--- config.mk ---
export PLATFORM = sky130hd
export DESIGN_NAME = alu_seq_flat
export DESIGN_NICKNAME = d
export VERILOG_FILES = /design/src/rtl/alu_seq_if.sv /design/src/rtl/alu_seq.sv /design/src/flat_wrapper.sv
export SDC_FILE = /design/constraint.sdc
export NUM_CORES = 1
export LEC_CHECK = 0
export ABC_AREA = 1
export CORE_MARGIN = 10
export CORE_UTILIZATION = 50
export CTS_BUF_LIST = sky130_fd_sc_hd__clkbuf_8 sky130_fd_sc_hd__clkbuf_16
export DETAILED_ROUTE_END_ITERATION = 7
export PLACE_DENSITY = 0.77
export SETUP_SLACK_MARGIN = 0.2
export SYNTH_ARGS = -nofsm -noshare
export SYNTH_HDL_FRONTEND = slang
export SYNTH_SLANG_ARGS = --single-unit
--- constraint.sdc ---
create_clock -name clk -period 3.3 [get_ports clk]
set_input_delay 0.99 -clock clk [delete_from_list [all_inputs] [get_ports clk]]
set_output_delay 0.99 -clock clk [all_outputs]
set_load 0.005 [all_outputs]
--- src/rtl/alu_seq_if.sv ---
// alu_seq_if: request/result bundle between a requester and alu_seq.
//   start, op, a, b            requester -> ALU  (request: opcode and operands)
//   busy, acc_update, X,       ALU -> requester  (status, result strobe,
//   zero, carry                                   registered result and flags)
// Modports: master = requester side, slave = ALU side.
interface alu_seq_if #(
    parameter int WIDTH = 8
);
    logic             start;
    logic [2:0]       op;
    logic [WIDTH-1:0] a;
    logic [WIDTH-1:0] b;
    logic             busy;
    logic             acc_update;
    logic [WIDTH-1:0] X;
    logic             zero;
    logic             carry;

    modport master (output start, op, a, b,
                    input  busy, acc_update, X, zero, carry);
    modport slave  (input  start, op, a, b,
                    output busy, acc_update, X, zero, carry);
endinterface

--- src/rtl/alu_seq.sv ---
// alu_seq: multi-cycle ALU feeding the accumulator register.
// A start in IDLE captures op/a/b. Single-cycle ops go straight to DONE.
// MUL (op 111) runs WIDTH shift-add iterations in MULT and then enters DONE.
// DONE lasts one cycle and drives the acc_update strobe.
// Ports:
//   clk  - rising-edge clock
//   rst  - synchronous active-high reset; aborts any operation in flight
//   bus  - alu_seq_if.slave carrying the signals below
//          start, op, a, b    request inputs
//          busy, acc_update   status outputs
//          X, zero, carry     registered result and flags
// Build option: define MUL_EN to build the multiplier. When MUL_EN is not
// defined, op 111 passes a through with carry=0 on the single-cycle path.
module alu_seq #(
    parameter int WIDTH = 8
) (
    input logic     clk,
    input logic     rst,
    alu_seq_if.slave bus
);
    typedef enum logic [1:0] {
        IDLE = 2'd0,
        DONE = 2'd1
`ifdef MUL_EN
        , MULT = 2'd2
`endif
    } state_e;

    state_e           state_q, state_d;
    logic [WIDTH-1:0] x_q, x_d;
    logic             zero_q, zero_d;
    logic             carry_q, carry_d;

    // single-cycle datapath, evaluated directly on the request inputs
    logic [WIDTH-1:0] res;
    logic             res_c;
    logic [WIDTH:0]   sum, diff;

    always_comb begin
        sum   = {1'b0, bus.a} + {1'b0, bus.b};
        diff  = {1'b0, bus.a} - {1'b0, bus.b};
        res   = '0;
        res_c = 1'b0;
        case (bus.op)
            3'b000: begin res = sum[WIDTH-1:0];  res_c = sum[WIDTH];  end
            3'b001: begin res = diff[WIDTH-1:0]; res_c = diff[WIDTH]; end  // borrow
            3'b010: res = bus.a & bus.b;
            3'b011: res = bus.a | bus.b;
            3'b100: res = bus.a ^ bus.b;
            3'b101: begin res = bus.a << 1; res_c = bus.a[WIDTH-1]; end
            3'b110: begin res = bus.a >> 1; res_c = bus.a[0];       end
            3'b111: res = bus.a;  // pass-through when no multiplier is built
        endcase
    end

`ifdef MUL_EN
    localparam int CW = (WIDTH > 1) ? $clog2(WIDTH) : 1;
    localparam logic [CW-1:0] LAST = CW'(WIDTH - 1);

    logic [CW-1:0]      cnt_q, cnt_d;
    logic [2*WIDTH-1:0] mcand_q, mcand_d;   // a, shifted left once per iteration
    logic [WIDTH-1:0]   mplier_q, mplier_d; // b, consumed LSB first
    logic [2*WIDTH-1:0] prod_q, prod_d;
    logic [2*WIDTH-1:0] acc_sum;

    always_comb acc_sum = prod_q + (mplier_q[0] ? mcand_q : '0);
`endif

    always_comb begin
        state_d = state_q;
        x_d     = x_q;
        zero_d  = zero_q;
        carry_d = carry_q;
`ifdef MUL_EN
        cnt_d    = cnt_q;
        mcand_d  = mcand_q;
        mplier_d = mplier_q;
        prod_d   = prod_q;
`endif
        case (state_q)
            IDLE: begin
                if (bus.start) begin
`ifdef MUL_EN
                    if (bus.op == 3'b111) begin
                        state_d  = MULT;
                        cnt_d    = '0;
                        mcand_d  = {{WIDTH{1'b0}}, bus.a};
                        mplier_d = bus.b;
                        prod_d   = '0;
                    end else
`endif
                    begin
                        state_d = DONE;
                        x_d     = res;
                        zero_d  = (res == '0);
                        carry_d = res_c;
                    end
                end
            end
`ifdef MUL_EN
            MULT: begin
                prod_d   = acc_sum;
                mcand_d  = mcand_q << 1;
                mplier_d = mplier_q >> 1;
                cnt_d    = cnt_q + 1'b1;
                if (cnt_q == LAST) begin
                    // final partial product lands in X directly, no extra cycle
                    state_d = DONE;
                    x_d     = acc_sum[WIDTH-1:0];
                    zero_d  = (acc_sum[WIDTH-1:0] == '0);
                    carry_d = |acc_sum[2*WIDTH-1:WIDTH];
                end
            end
`endif
            DONE:    state_d = IDLE;  // any start seen here is dropped
            default: state_d = IDLE;
        endcase
    end

    always_ff @(posedge clk) begin
        if (rst) begin
            state_q <= IDLE;
            x_q     <= '0;
            zero_q  <= 1'b0;
            carry_q <= 1'b0;
`ifdef MUL_EN
            cnt_q    <= '0;
            mcand_q  <= '0;
            mplier_q <= '0;
            prod_q   <= '0;
`endif
        end else begin
            state_q <= state_d;
            x_q     <= x_d;
            zero_q  <= zero_d;
            carry_q <= carry_d;
`ifdef MUL_EN
            cnt_q    <= cnt_d;
            mcand_q  <= mcand_d;
            mplier_q <= mplier_d;
            prod_q   <= prod_d;
`endif
        end
    end

    assign bus.busy       = (state_q != IDLE);
    assign bus.acc_update = (state_q == DONE);
    assign bus.X          = x_q;
    assign bus.zero       = zero_q;
    assign bus.carry      = carry_q;
endmodule

--- src/flat_wrapper.sv ---
// flat-port wrapper written by rule: the top's interface ports become plain ports
module alu_seq_flat 
#(
    parameter int WIDTH = 8
)
  (clk, rst, bus_start, bus_op, bus_a, bus_b, bus_busy, bus_acc_update, bus_X, bus_zero, bus_carry);
  alu_seq_if #(.WIDTH(WIDTH)) bus_i ();
  input logic clk;
  input logic rst;
  input wire logic [$bits(bus_i.start)-1:0] bus_start;
  input wire logic [$bits(bus_i.op)-1:0] bus_op;
  input wire logic [$bits(bus_i.a)-1:0] bus_a;
  input wire logic [$bits(bus_i.b)-1:0] bus_b;
  output wire logic [$bits(bus_i.busy)-1:0] bus_busy;
  output wire logic [$bits(bus_i.acc_update)-1:0] bus_acc_update;
  output wire logic [$bits(bus_i.X)-1:0] bus_X;
  output wire logic [$bits(bus_i.zero)-1:0] bus_zero;
  output wire logic [$bits(bus_i.carry)-1:0] bus_carry;
  assign bus_i.start = bus_start;
  assign bus_i.op = bus_op;
  assign bus_i.a = bus_a;
  assign bus_i.b = bus_b;
  assign bus_busy = bus_i.busy;
  assign bus_acc_update = bus_i.acc_update;
  assign bus_X = bus_i.X;
  assign bus_zero = bus_i.zero;
  assign bus_carry = bus_i.carry;
  alu_seq #(.WIDTH(WIDTH)) u_core (.clk(clk), .rst(rst), .bus(bus_i));
endmodule
---- Word level (Yosys, flattened, before mapping) ----
Cells that the tools add are included.
cells by class
  div/mod/pow operators ................... 0
  shift-type cells ........................ 0
  magnitude comparators ................... 0
  equality and inequality tests ........... 7
  reduce and logical (&&, ||, !) cells .... 5
  mux-type cells .......................... 2
  $mul .................................... 0
  add/subtract/negate cells ............... 2
  bitwise logic cells ..................... 4
operator list
  operator            count
  $pmux 8 s8          1
  $eq 3x3->1 const B  4
  $add 8x8->9         1
  $sub 8x8->9         1
  $and 8x8->8         1
  $logic_not 8->1     1
  $or 8x8->8          1
  $xor 8x8->8         1
  $eq 3x2->1 const B  2
  $pmux 1 s4          1
  $eq 3x1->1 const B  1
  $logic_not 3->1     1
  $logic_not 2->1     1
  $reduce_and 2->1    1
  $reduce_or 2->1     1
  $not 1->1           1
word-level totals
  latch bits .............................. 0
  input bits .............................. 22
  register bits ........................... 11
  memory bits (writable) .................. 0
  output and inout port bits .............. 12
  word-level logic and storage cells ...... 24
  memories ................................ 0
  ROM bits ................................ 0

---- Depth between registers and ports, before layout ----
Gate-level depths: netlist (run 1).
  word-level depth ........................ 3
  depth in mapped cells ................... 14
  gate-level depth less buffers ........... 14

---- Worst setup path after synthesis (run 1) ----
No wires, ideal clock.
  path kind ............................... input port to flip-flop
  from .................................... input port bus_a[0]
  to ...................................... register u_core.zero_q, in the netlist u_core.bus.zero
  stages .................................. 14
  path slack .............................. 826 ps
  required time ........................... 3,230 ps
  library setup time ...................... 70 ps
  arrival time ............................ 2,404 ps
  path through ............................ inv_1 -> ha_1 -> fa_1 -> inv_1 -> nand2_1 -> nand2_1 -> nand3_1 -> nand2_1 -> nor2_1 -> nor2_1 -> nand3_1 -> nor2_1 -> nand4_1 -> a21oi_1
on the way
  cells in the longest elaborated chain, start to end .. 3
  elaborated cells on any way between the ends .. 7
ends and longest elaborated chain
  item                                 line                source
  from (decl)                          flat_wrapper.sv:12  input wire logic [$bits(bus_i.a)-1:0] bus_a;
  $sub 8x8->9 (tied with other cells)  alu_seq.sv:41       diff = {1'b0, bus.a} - {1'b0, bus.b};
  $pmux 8 s8 (*)                       alu_seq.sv:44       case (bus.op)
  $logic_not 8->1 (*)                  alu_seq.sv:95       zero_d = (res == '0);
  to (signal assigned)                 alu_seq.sv:135      zero_q <= zero_d;
  to (decl)                            alu_seq.sv:31       logic zero_q, zero_d;
Mark *: on every way between the ends. The rest lies on a longest branch, timed or not.
A chain may end at the register's enable or synchronous reset.

---- Worst setup path after layout (run 1) ----
  from .................................... input port bus_b[4]
  to ...................................... register u_core.zero_q, in the netlist u_core.bus.zero
on the way
  cells in the longest elaborated chain, start to end .. 3
  elaborated cells on any way between the ends .. 7
ends and longest elaborated chain
  item                                 line                source
  from (decl)                          flat_wrapper.sv:13  input wire logic [$bits(bus_i.b)-1:0] bus_b;
  $sub 8x8->9 (tied with other cells)  alu_seq.sv:41
  $pmux 8 s8 (*)                       alu_seq.sv:44
  $logic_not 8->1 (*)                  alu_seq.sv:95
Marked as above.

==> reports/results.tsv, run 1 <==
metric	value	unit
cts_max_path_bufs	2	
period_minus_slack	2.92	ns
yosys_register_bits	11	
first_global_vias	2020	
synth_area_per_cell	5.87	sq um
worstPathRequired	3.47	ns
critPathCaptureType	flop	
power_density	245	nW/um^2
first_pass_grt_wire_length	9290	um
yosys_warnings	0	
r2r_depth	9	
run_status	completed	
timing.rr.start	u_core.state_q[0]	
combinationalPowerShare	0.509	
fin_setup_tns	0	ns
drt-wirelength-per-cell	14.0	um
hold_start	u_core.bus.zero	
layout.area.seq	220	sq um
worst_ir_drop_vdd	0.268	mV
totalPowerFinal	0.000573	W
drt_pass1_iterations	5	
layout.cells.most_common	nand2_1	
hold-path-endpoint	u_core.bus.zero	
static-leakage-power	1.25	nW
io_pins	34	
critical-path-max-stage-delay	0.48	ns
multiInputGateArea	1360	sq um
cp_top_family	buffers and inverters	
post_route_cells_drive_above_1_share	0.101	
cts.sinks	11	
synthesis.area	1870	sq um
setup_failing_eps_final	0	
most_frequent_cells_in_the_layout	nand2_1, inv_1, clkdlybuf4s50_1, nand3_1, nor2_1	
synthesis.instances	318	
switching_fraction_of_total_power	0.397	
worst-r2r-setup-slack	1.92	ns
min_path_cells	2	
crit_path_frequent_cell	nand2_1	
netlist-cell-type-count	29	
timing.critical_path.depth	13	
antenna_violations_before_repair	0	
cp_num_buf_inv	3	
clock_latency_of_the_later_clocked_register_in_the_worst_skew_pair	0.24	ns
place.gp.congestion	0.953	
unrepaired_setup_endpoints_after_global_routing	no	
max-slew-margin-rel	0.745	
crit_type	input pin to flop	
timing.hold.worst.class	flop to flop	
numCtsBuffers	3	
worst_setup_hold_path_clk_slew	0.05	ns
final_nets	407	
dr.first_iter.drc_count	222	
setup.worst_path.start_class	input pin	
slew_viol_final	0	
critical_path_peak_fanout	7	
die_w	81.1	um
remaining_drc_errors	0	
number_of_vias_after_detailed_routing	2226	
p_seq_frac	0.259	
final.period_utilization	0.885	
power_frac_clock	0.232	
cts_max_level	1	
mappedNetlistNets	366	
cts_hold_repair.buffers	0	
clock_skew	0.00203	ns
cap_violations	0	
fill_cells	346	
max_slew.worst_pin.slew	0.382	ns
global_route.overflow_total	0	
cell_internal_pwr	0.000346	W
track_usage	0.173	
maxClockFrequency	342	MHz
clock-root-buffer	clkbuf_8	
flow.area_growth_from_synthesis	25.1	%
crit_chain	clkdlybuf4s50_1, inv_1, ha_1, inv_2, nand2_1, nand2_1, a21oi_1, nand3_1, nand3_1, nand2_1, nor2_1, nand4_1, a21oi_1	
initial_utilization	0.514	
postRouteAntennaNets	0	
routed_wl	5670	um
worst_r2r_endpoint	u_core.bus.zero	
diodes	0	
core_area	3630	sq um
viasPerCell	5.48	
rows	22	
die-height	81.1	um
arrival_time_of_data_at_the_critical_path_endpoint	3.09	ns
grt_start_max_net_pins	16	
dieArea	6580	sq um
cts_tree	yes	
reported_net_switching_power	0.000227	W
crit_path_top_delay_cell	clkdlybuf4s50_1	
port-buffer-count	33	
seq_area_frac_synth	0.118	
timing.final.hold_violations	0	
utilization	0.643	
hpwl	4660	um
## worst max-delay path by stage
stage / to / slack [ns] / startpoint
floorplan: u_core.bus.zero / 0.83 / bus_a[0]
global placement: u_core.bus.zero / 0.18 / bus_a[0]
detailed placement: u_core.bus.zero / 0.07 / bus_a[0]
CTS: u_core.bus.zero / 0.32 / bus_a[0]
global route: u_core.bus.zero / 0.22 / bus_b[4]
finish: u_core.bus.zero / 0.38 / bus_b[4]
## synthesized netlist by cell type
cell      instances  area share
nor3_1            4       0.011
o21ai_0          15       0.040
nor2_1           27       0.054
nand4_1          14       0.047
a21oi_1          20       0.054
o211a_1           1      0.0054
o21ai_1           3      0.0080
buf_2             2      0.0054
buf_4             3       0.012
o211ai_1          2      0.0080
dfxtp_1          11        0.12
a21oi_2           1      0.0047
o22ai_1           4       0.013
nand3_1          29       0.078
buf_6             4       0.024
nand3_4           1      0.0094
nand2_2           1      0.0034
xor2_1            1      0.0047
inv_1            50        0.10
nand2_1          83        0.17
clkbuf_1          1      0.0020
a31oi_1           1      0.0034
ha_1             24        0.16
nand3b_1          1      0.0040
nor2_4            1      0.0060
inv_2             8       0.016
or2_1             1      0.0034
nand3_2           3       0.016
fa_1              2       0.021
## flip-flops by register name (all words and copies together), names as in the netlist
register	flops
u_core.bus.X	8
u_core.bus.carry	1
u_core.bus.zero	1
u_core.state_q	1
## power groups by stage
stage / sequential [W] / clock (W) / combinational [W]
detailed placement: 0.000151 / 0 / 0.000283
CTS: 0.000148 / 0.000134 / 0.000285
global route: 0.000149 / 0.000145 / 0.000324
floorplan: 0.000152 / 0 / 0.000179
finish: 0.000148 / 0.000133 / 0.000292
global placement: 0.000151 / 0 / 0.000282
## per-layer routing
metal  global-route usage  wire length [um]
met5                    0                 0
met4               0.0554               165
met3               0.0430               517
met2                0.281              2540
met1                0.218              2440
## per-stage QoR
step	instance area (sq um)	hold slack [ns]	setup WS [ns]	cells
2_1_floorplan	1870	0.456	0.826	318
3_3_place_gp	2260	0.456	0.182	400
3_5_place_dp	2260	0.466	0.0724	400
4_1_cts	2300	0.473	0.317	404
5_1_grt	2340	0.493	0.222	406
6_report	2340	0.474	0.380	406
## cell type report
| class | count | share of cell area |
|---|---|---|
| clock buffer | 3 | 0.0177 |
| timing repair buffer | 46 | 0.186 |
| clock inverter | 1 | 0.00161 |
| tap | 48 | 0.0257 |
| sequential | 11 | 0.0942 |
| inverter | 58 | 0.0931 |
| multi-input combinational | 239 | 0.581 |
## repair_timing
item / in CTS / in global routing
gates resized for setup: 0 / 8
buffers inserted: 0 / 2
endpoints found under the setup margin: 0 / 3
## worst min-delay path: cells and delay by family (launching register included)
family          cells  cell delay, ns
flops               1            0.30
simple gates        1            0.06
compound gates      1            0.06
## kinds of logic (layout without fill, tap and decap cells)
kind of cell / after synthesis / in the layout / synth area share
buffers and inverters: 68 / 108 / 0.160
DFF: 11 / 11 / 0.118
and+or+nand+nor: 165 / 165 / 0.399
AOI/OAI and AO/OA: 47 / 47 / 0.137
adders and majority gates: 26 / 26 / 0.182
xor gates and xnor gates: 1 / 1 / 0.00469
No activity file was read; power rests on OpenSTA's default activity.
==> inputs of run 2 (changes only) <==
- CTS_CLUSTER_SIZE: not set -> 25
==> results of run 2 <==
Final layout, timing and power as in run 1 (identical DEF).
